`config.mk`:
```
export PLATFORM = sky130hd
export DESIGN_NAME = hist_eq_lut_builder_flat
export DESIGN_NICKNAME = d
export VERILOG_FILES = /design/src/rtl/hist_eq_lut_builder_if.sv /design/src/rtl/hist_eq_lut_builder.sv /design/src/flat_wrapper.sv
export SDC_FILE = /design/constraint.sdc
export NUM_CORES = 1
export LEC_CHECK = 0
export BUFFER_PORTS_ARGS = -buffer_cell sky130_fd_sc_hd__buf_2
export CAP_MARGIN = 20
export CORE_UTILIZATION = 45
export CTS_BUF_LIST = sky130_fd_sc_hd__clkbuf_2
export CTS_CLUSTER_DIAMETER = 60
export DETAILED_ROUTE_END_ITERATION = 8
export GPL_ROUTABILITY_DRIVEN = 0
export GPL_TIMING_DRIVEN = 0
export HOLD_SLACK_MARGIN = 0.03
export PLACE_DENSITY = 0.6
export RECOVER_POWER = 25
export SLEW_MARGIN = 40
export SYNTH_ARGS = -nofsm -noshare
export SYNTH_HDL_FRONTEND = slang
export SYNTH_SLANG_ARGS = --single-unit
```
`constraint.sdc`:
```
create_clock -name i_clk -period 14.44 [get_ports i_clk]
set_clock_uncertainty 0.15 [all_clocks]
set_input_delay 2.888 -clock i_clk [delete_from_list [all_inputs] [get_ports i_clk]]
set_output_delay 2.888 -clock i_clk [all_outputs]
set_load 0.01 [all_outputs]
```
`src/rtl/hist_eq_lut_builder_if.sv`:
```
// Bus bundle for hist_eq_lut_builder: start/cdfMin request, CDF memory read port,
// remap LUT write port and busy/done status.
interface hist_eq_lut_builder_if #(
  parameter int unsigned DataWidth = 8,
  parameter int unsigned outWidth  = 19
);
  logic                 i_start;
  logic [outWidth-1:0]  i_cdfMin;
  logic [DataWidth-1:0] o_cdf_addr;
  logic [outWidth-1:0]  i_cdf_data;
  logic                 o_lut_wr_en;
  logic [DataWidth-1:0] o_lut_wr_addr;
  logic [DataWidth-1:0] o_lut_wr_data;
  logic                 o_busy;
  logic                 o_done;

  modport slave (
    input  i_start, i_cdfMin, i_cdf_data,
    output o_cdf_addr, o_lut_wr_en, o_lut_wr_addr, o_lut_wr_data, o_busy, o_done
  );

  modport master (
    output i_start, i_cdfMin, i_cdf_data,
    input  o_cdf_addr, o_lut_wr_en, o_lut_wr_addr, o_lut_wr_data, o_busy, o_done
  );
endinterface

```
`src/rtl/hist_eq_lut_builder.sv`:
```
// Builds the histogram-equalization remap LUT from the frame CDF with a restoring divider.
// Define HIST_EQ_ROUND_EN for round-half-up levels; otherwise levels are truncated.
module hist_eq_lut_builder #(
  parameter int unsigned DataWidth   = 8,
  parameter int unsigned TotalPixels = 640*480,
  parameter int unsigned outWidth    = $clog2(TotalPixels)
) (
  input logic                  i_clk,
  input logic                  i_reset_n,
  hist_eq_lut_builder_if.slave bus
);

  localparam int unsigned ProdW = outWidth + DataWidth;
  localparam int unsigned CntW  = (DataWidth > 1) ? $clog2(DataWidth) : 1;
  localparam logic [DataWidth-1:0] LastBin  = '1;
  localparam logic [DataWidth-1:0] MaxLevel = '1;
  localparam logic [outWidth:0]    Total    = (outWidth+1)'(TotalPixels);
  localparam logic [CntW-1:0]      LastBit  = CntW'(DataWidth - 1);

  typedef enum logic [2:0] {
    S_IDLE, S_FETCH, S_CALC, S_DIV, S_WRITE, S_DONE
  } state_t;

  state_t state_q, state_d;

  logic [DataWidth-1:0] index_q;
  logic [outWidth-1:0]  cdf_min_q;
  logic [outWidth:0]    den_q;
  logic [outWidth:0]    rem_q;
  logic [DataWidth-1:0] dvd_q;
  logic [CntW-1:0]      cnt_q;
  logic [DataWidth-1:0] wr_addr_q;
  logic [DataWidth-1:0] wr_data_q;

  logic [outWidth:0]    den_c;
  logic [outWidth-1:0]  diff_c;
  logic [ProdW-1:0]     num_c;
  logic [ProdW-1:0]     dividend_c;
  logic                 special_c;
  logic [DataWidth-1:0] special_val_c;
  logic [outWidth+1:0]  trial_c;
  logic [outWidth:0]    rem_sub_c;
  logic                 ge_c;
  logic [outWidth:0]    rem_next_c;

  always_comb begin
    den_c  = Total - {1'b0, cdf_min_q};
    diff_c = bus.i_cdf_data - cdf_min_q;
    num_c  = ProdW'(diff_c) * ProdW'(MaxLevel);
`ifdef HIST_EQ_ROUND_EN
    dividend_c = num_c + ProdW'(den_c >> 1);
`else
    dividend_c = num_c;
`endif
    special_c     = 1'b0;
    special_val_c = '0;
    // A single-valued frame (den == 0) maps to identity and wins over the cdf <= cdfMin case.
    if (den_c == '0) begin
      special_c     = 1'b1;
      special_val_c = index_q;
    end else if (bus.i_cdf_data <= cdf_min_q) begin
      special_c = 1'b1;
    end

    // Trial subtract kept to outWidth+1 bits; the carried-out top bit alone forces a 1.
    trial_c    = {rem_q, dvd_q[DataWidth-1]};
    rem_sub_c  = trial_c[outWidth:0] - den_q;
    ge_c       = trial_c[outWidth+1] | (trial_c[outWidth:0] >= den_q);
    rem_next_c = ge_c ? rem_sub_c : trial_c[outWidth:0];
  end

  always_ff @(posedge i_clk or negedge i_reset_n) begin
    if (!i_reset_n) state_q <= S_IDLE;
    else            state_q <= state_d;
  end

  always_comb begin
    state_d         = state_q;
    bus.o_lut_wr_en = 1'b0;
    bus.o_busy      = 1'b1;
    bus.o_done      = 1'b0;
    case (state_q)
      S_IDLE: begin
        bus.o_busy = 1'b0;
        if (bus.i_start) state_d = S_FETCH;
      end
      S_FETCH: state_d = S_CALC;
      S_CALC:  state_d = special_c ? S_WRITE : S_DIV;
      S_DIV:   if (cnt_q == LastBit) state_d = S_WRITE;
      S_WRITE: begin
        bus.o_lut_wr_en = 1'b1;
        state_d = (index_q == LastBin) ? S_DONE : S_FETCH;
      end
      S_DONE: begin
        bus.o_done = 1'b1;
        state_d    = S_IDLE;
      end
      default: state_d = S_IDLE;
    endcase
  end

  // Quotient bits shift into dvd_q as the dividend bits are consumed.
  always_ff @(posedge i_clk or negedge i_reset_n) begin
    if (!i_reset_n) begin
      index_q   <= '0;
      cdf_min_q <= '0;
      den_q     <= '0;
      rem_q     <= '0;
      dvd_q     <= '0;
      cnt_q     <= '0;
      wr_addr_q <= '0;
      wr_data_q <= '0;
    end else begin
      case (state_q)
        S_IDLE: begin
          index_q <= '0;
          if (bus.i_start) cdf_min_q <= bus.i_cdfMin;
        end
        S_CALC: begin
          den_q <= den_c;
          rem_q <= {1'b0, dividend_c[ProdW-1:DataWidth]};
          dvd_q <= dividend_c[DataWidth-1:0];
          cnt_q <= '0;
          if (special_c) begin
            wr_addr_q <= index_q;
            wr_data_q <= special_val_c;
          end
        end
        S_DIV: begin
          rem_q <= rem_next_c;
          dvd_q <= {dvd_q[DataWidth-2:0], ge_c};
          cnt_q <= cnt_q + CntW'(1);
          if (cnt_q == LastBit) begin
            wr_addr_q <= index_q;
            wr_data_q <= {dvd_q[DataWidth-2:0], ge_c};
          end
        end
        S_WRITE: if (index_q != LastBin) index_q <= index_q + DataWidth'(1);
        default: ;
      endcase
    end
  end

  assign bus.o_cdf_addr    = index_q;
  assign bus.o_lut_wr_addr = wr_addr_q;
  assign bus.o_lut_wr_data = wr_data_q;

endmodule

```
`src/flat_wrapper.sv`:
```
// flat-port wrapper written by rule: the top's interface ports become plain ports
module hist_eq_lut_builder_flat 
#(
  parameter int unsigned DataWidth   = 8,
  parameter int unsigned TotalPixels = 640*480,
  parameter int unsigned outWidth    = $clog2(TotalPixels)
)
  (i_clk, i_reset_n, bus_i_start, bus_i_cdfMin, bus_i_cdf_data, bus_o_cdf_addr, bus_o_lut_wr_en, bus_o_lut_wr_addr, bus_o_lut_wr_data, bus_o_busy, bus_o_done);
  hist_eq_lut_builder_if #(.DataWidth(DataWidth), .outWidth(outWidth)) bus_i ();
  input logic i_clk;
  input logic i_reset_n;
  input wire logic [$bits(bus_i.i_start)-1:0] bus_i_start;
  input wire logic [$bits(bus_i.i_cdfMin)-1:0] bus_i_cdfMin;
  input wire logic [$bits(bus_i.i_cdf_data)-1:0] bus_i_cdf_data;
  output wire logic [$bits(bus_i.o_cdf_addr)-1:0] bus_o_cdf_addr;
  output wire logic [$bits(bus_i.o_lut_wr_en)-1:0] bus_o_lut_wr_en;
  output wire logic [$bits(bus_i.o_lut_wr_addr)-1:0] bus_o_lut_wr_addr;
  output wire logic [$bits(bus_i.o_lut_wr_data)-1:0] bus_o_lut_wr_data;
  output wire logic [$bits(bus_i.o_busy)-1:0] bus_o_busy;
  output wire logic [$bits(bus_i.o_done)-1:0] bus_o_done;
  assign bus_i.i_start = bus_i_start;
  assign bus_i.i_cdfMin = bus_i_cdfMin;
  assign bus_i.i_cdf_data = bus_i_cdf_data;
  assign bus_o_cdf_addr = bus_i.o_cdf_addr;
  assign bus_o_lut_wr_en = bus_i.o_lut_wr_en;
  assign bus_o_lut_wr_addr = bus_i.o_lut_wr_addr;
  assign bus_o_lut_wr_data = bus_i.o_lut_wr_data;
  assign bus_o_busy = bus_i.o_busy;
  assign bus_o_done = bus_i.o_done;
  hist_eq_lut_builder #(.DataWidth(DataWidth), .TotalPixels(TotalPixels), .outWidth(outWidth)) u_core (.i_clk(i_clk), .i_reset_n(i_reset_n), .bus(bus_i));
endmodule
```
==> results summary <==
The flow ran to the end, but the final reports show violations. The checks that failed: max-capacitance violations, max-slew violations. The number of warnings printed during yosys synthesis is 0. The post-detailed-route via-to-cell ratio came out at 5.38. The maximum level of the CTS H-tree is 3.

Counting flops with a built-in enable in the synthesized netlist gives 0. Counting I/O delays and the setup requirement, the final critical path takes 9710 ps. The reg2reg setup slack is 6420 ps.

The clock insertion delay at the later pin of the skew report is 580 ps. The fill cell instance count of the final layout is 2268. The final number of setup-violating endpoints came out at 0.

Among all stages on the critical path, the largest delay is contributed by sky130_fd_sc_hd__fa_1. The part of the cycle the worst path needs came out at 0.673. The die outline area is 24000 µm². The die width came out at 155 µm. The clock transition at the registers of the reported paths came out at 220 ps.

The wire length of the first global-routing pass came out at 44.8 mm. The share of the synthesized area in the top cell type came out at 0.230. Buffers inserted to repair hold after CTS numbered 0. The number of cells traversed by the worst register-to-register path came out at 26.

The distinct cell type count after synthesis came out at 81. After clock tree synthesis, the setup repair step added 0 buffers. The total overflow left after global routing is 0. The via count of the first global-routing pass is 8706. The hold violation count in the final report came out at 0. After legalization and detailed placement, the total HPWL measured 22.2 mm. The height of the chip is 155 µm. The kind of end point of the critical path is a flip-flop. TritonCTS built the clock tree. The tool flagged a number of max-cap violations equal to 1. The maximum number of pins on one net before global-route repair came out at 73.

The count of boundary I/O pins came out at 68. The number of nets in the layout is 1496. The sum of negative setup slack came out at 0 ps. The total clock sinks is 97. The largest fanout of any net on the critical path came out at 5.

The repair_antennas step left the layout with diodes totalling 0. The worst-margin pin slew is 1530 ps. The share of post-route cells with drive strength above 1 is 0.101. The data arrival time of the worst path came out at 10020 ps. The worst stage delay on the critical path is 580 ps. In this run the critical register-to-register path is launched from u_core.cdf_min_q[8]. The post-detailed-routing wire length came out at 26.8 mm.

Clock tree synthesis selected as its root buffer the cell sky130_fd_sc_hd__clkbuf_2. The number of nets in the synthesized netlist is 1417. In the synthesized netlist the async set-or-reset flop fraction comes to 1.00. Port buffering added 67 buffers.

The startpoint kind of the worst setup timing path is an input pin. The worst slew slack as a fraction of its limit is -0.0225. In this run the critical register-to-register path is captured at u_core.rem_q[18]. The initial utilization of the core area, before any placement, comes to 0.463. The cell taking the most area after synthesis is sky130_fd_sc_hd__dfrtp_1. The area of the mapped netlist came out at 10500 µm². The number of design-rule violations left by the first detailed-router iteration came out at 439. The total clock buffers created by CTS is 9. The routed wire length per instance is 16.8 µm. After synthesis, the cell types taking the most area are sky130_fd_sc_hd__dfrtp_1 23%, sky130_fd_sc_hd__fa_1 15%, sky130_fd_sc_hd__ha_1 12%, sky130_fd_sc_hd__inv_1 6.8%, sky130_fd_sc_hd__o21ai_0 5.0%. The core area came out at 22800 µm². Across every metal layer, demand over resource in global routing totals 0.237. The number of antenna violations at the first check in global routing came out at 0. The dominant register cell in the synthesized netlist is sky130_fd_sc_hd__dfrtp_1.

Tracing the worst setup path back leads to its startpoint at bus_i_cdf_data[0]. Post-CTS repair changed the size of 0 cells. Summing over every cut layer, the via total after detailed routing is 8586. Setup repair after global routing left no endpoint under its margin. Relative to the synthesized area, the layout overhead comes to 8.60%. The number of detailed-routing iterations run before antenna repair is 7. In this run the deepest clock path goes through 2 buffers. The sequential cell area fraction in the yosys report came out at 0.230. The synthesized flop and latch total came out at 97.

The total count of max-transition violations in the final report is 26. The peak clock frequency supported by timing came out at 103 MHz. Data on the critical path is required at its endpoint by 14740 ps. The count of antenna-violating nets left after detailed routing is 0. In this run the worst setup path terminates at u_core.rem_q[18].

In the routed design, unresolved DRC markers number 0. The critical path class is in2reg. In this run the worst hold path is classified as reg2reg. The number of standard-cell rows in the floorplan came out at 55. The mean instance size in the synthesized netlist came out at 8.79 µm².

The post-synthesis instance total came out at 1199.
==> worst min path at each step <==
stage / from / to / slack [ps] / cells past startpoint
floorplan: u_core.cnt_q[1] / u_core.cnt_q[1] / 290 / 2
global placement: u_core.cnt_q[2] / u_core.cnt_q[2] / 310 / 2
detailed placement: u_core.cnt_q[1] / u_core.cnt_q[1] / 310 / 2
CTS: u_core.den_q[16] / u_core.den_q[16] / 370 / 2
global route: u_core.den_q[8] / u_core.den_q[8] / 400 / 2
finish: u_core.den_q[16] / u_core.den_q[16] / 360 / 2
==> Yosys cell counts, drive strengths merged (9+ instances only) <==
library cell	number
inv	191
xor2	19
dfrtp	97
a31oi	11
o21ai	108
a21o	21
nand2	107
nor2	56
nand2b	13
or3	9
mux2	20
nand4	10
nor3	23
clkbuf	27
fa	80
xnor2	47
a211oi	12
buf	10
nand3	22
o21a	17
nor2b	14
mux2i	11
ha	97
a21oi	52
nor4	10
and3	9
==> through the flow <==
stage | utilization | setup slack (ps) | hold slack [ps] | instances | area, µm²
3_5_place_dp | 0.497 | 4110 | 314 | 1580 | 11300
6_report | 0.502 | 4730 | 358 | 1596 | 11400
2_1_floorplan | - | 4930 | 293 | 1199 | 10500
4_1_cts | 0.502 | 4690 | 369 | 1596 | 11400
5_1_grt | 0.502 | 4200 | 404 | 1596 | 11400
3_3_place_gp | 0.495 | 3970 | 311 | 1579 | 11300
==> per-layer routing <==
metal,track usage,wire length [µm]
met1,0.309,12200
met2,0.422,13000
met3,0.0315,1250
met4,0.0410,391
met5,0,0
==> logic make-up (layout without fill, tap and decap cells) <==
group                      Yosys count  count (layout)  share of synthesized area
AOI/OAI and AO/OA                  304             304                      0.185
xor gates and xnor gates            66              66                     0.0556
adders and majority gates          177             177                      0.267
buffers and inverters              228             312                     0.0825
DFF                                 97              97                      0.230
muxes                               31              31                     0.0354
and+or+nand+nor                    296             296                      0.144
==> critical path, delay by kind of cell <==
family                   cells  cell delay (ps)
adder cells (fa/ha/maj)      7             3140
AO/OA/AOI/OAI               10             2100
AND/OR/NAND/NOR              4              800
XOR/XNOR                     2              580
buffers and inverters        6              510
==> cell usage in the layout, fill, tap and decap left out, drive strengths merged, types with 20 or more instances in the layout <==
| cell type | count |
|---|---|
| nand2 | 107 |
| clkbuf | 38 |
| ha | 97 |
| inv | 191 |
| buf | 76 |
| a21o | 21 |
| dfrtp | 97 |
| xnor2 | 47 |
| nor2 | 56 |
| o21ai | 108 |
| a21oi | 52 |
| fa | 80 |
| nor3 | 23 |
| nand3 | 22 |
| mux2 | 20 |
==> state kept, by name, indices dropped and copies added (netlist names) <==
register	flops
u_core.cnt_q	3
u_core.state_q	3
u_core.bus.o_lut_wr_addr	8
u_core.bus.o_lut_wr_data	8
u_core.rem_q	20
u_core.bus.o_cdf_addr	8
u_core.den_q	20
u_core.dvd_q	8
u_core.cdf_min_q	19
==> cell type report <==
class	count	area, µm²	share of cell area
multi-input combinational	874	7280	0.636
inverter	191	717	0.0626
tap	313	392	0.0342
buffer	37	153	0.0133
clock inverter	7	71.3	0.00623
clock buffer	9	45.0	0.00394
timing repair buffer	68	362	0.0316
sequential	97	2430	0.212
Power is not shown: default switching activity piles up to over one toggle a cycle in this logic, so the estimate is an artifact.
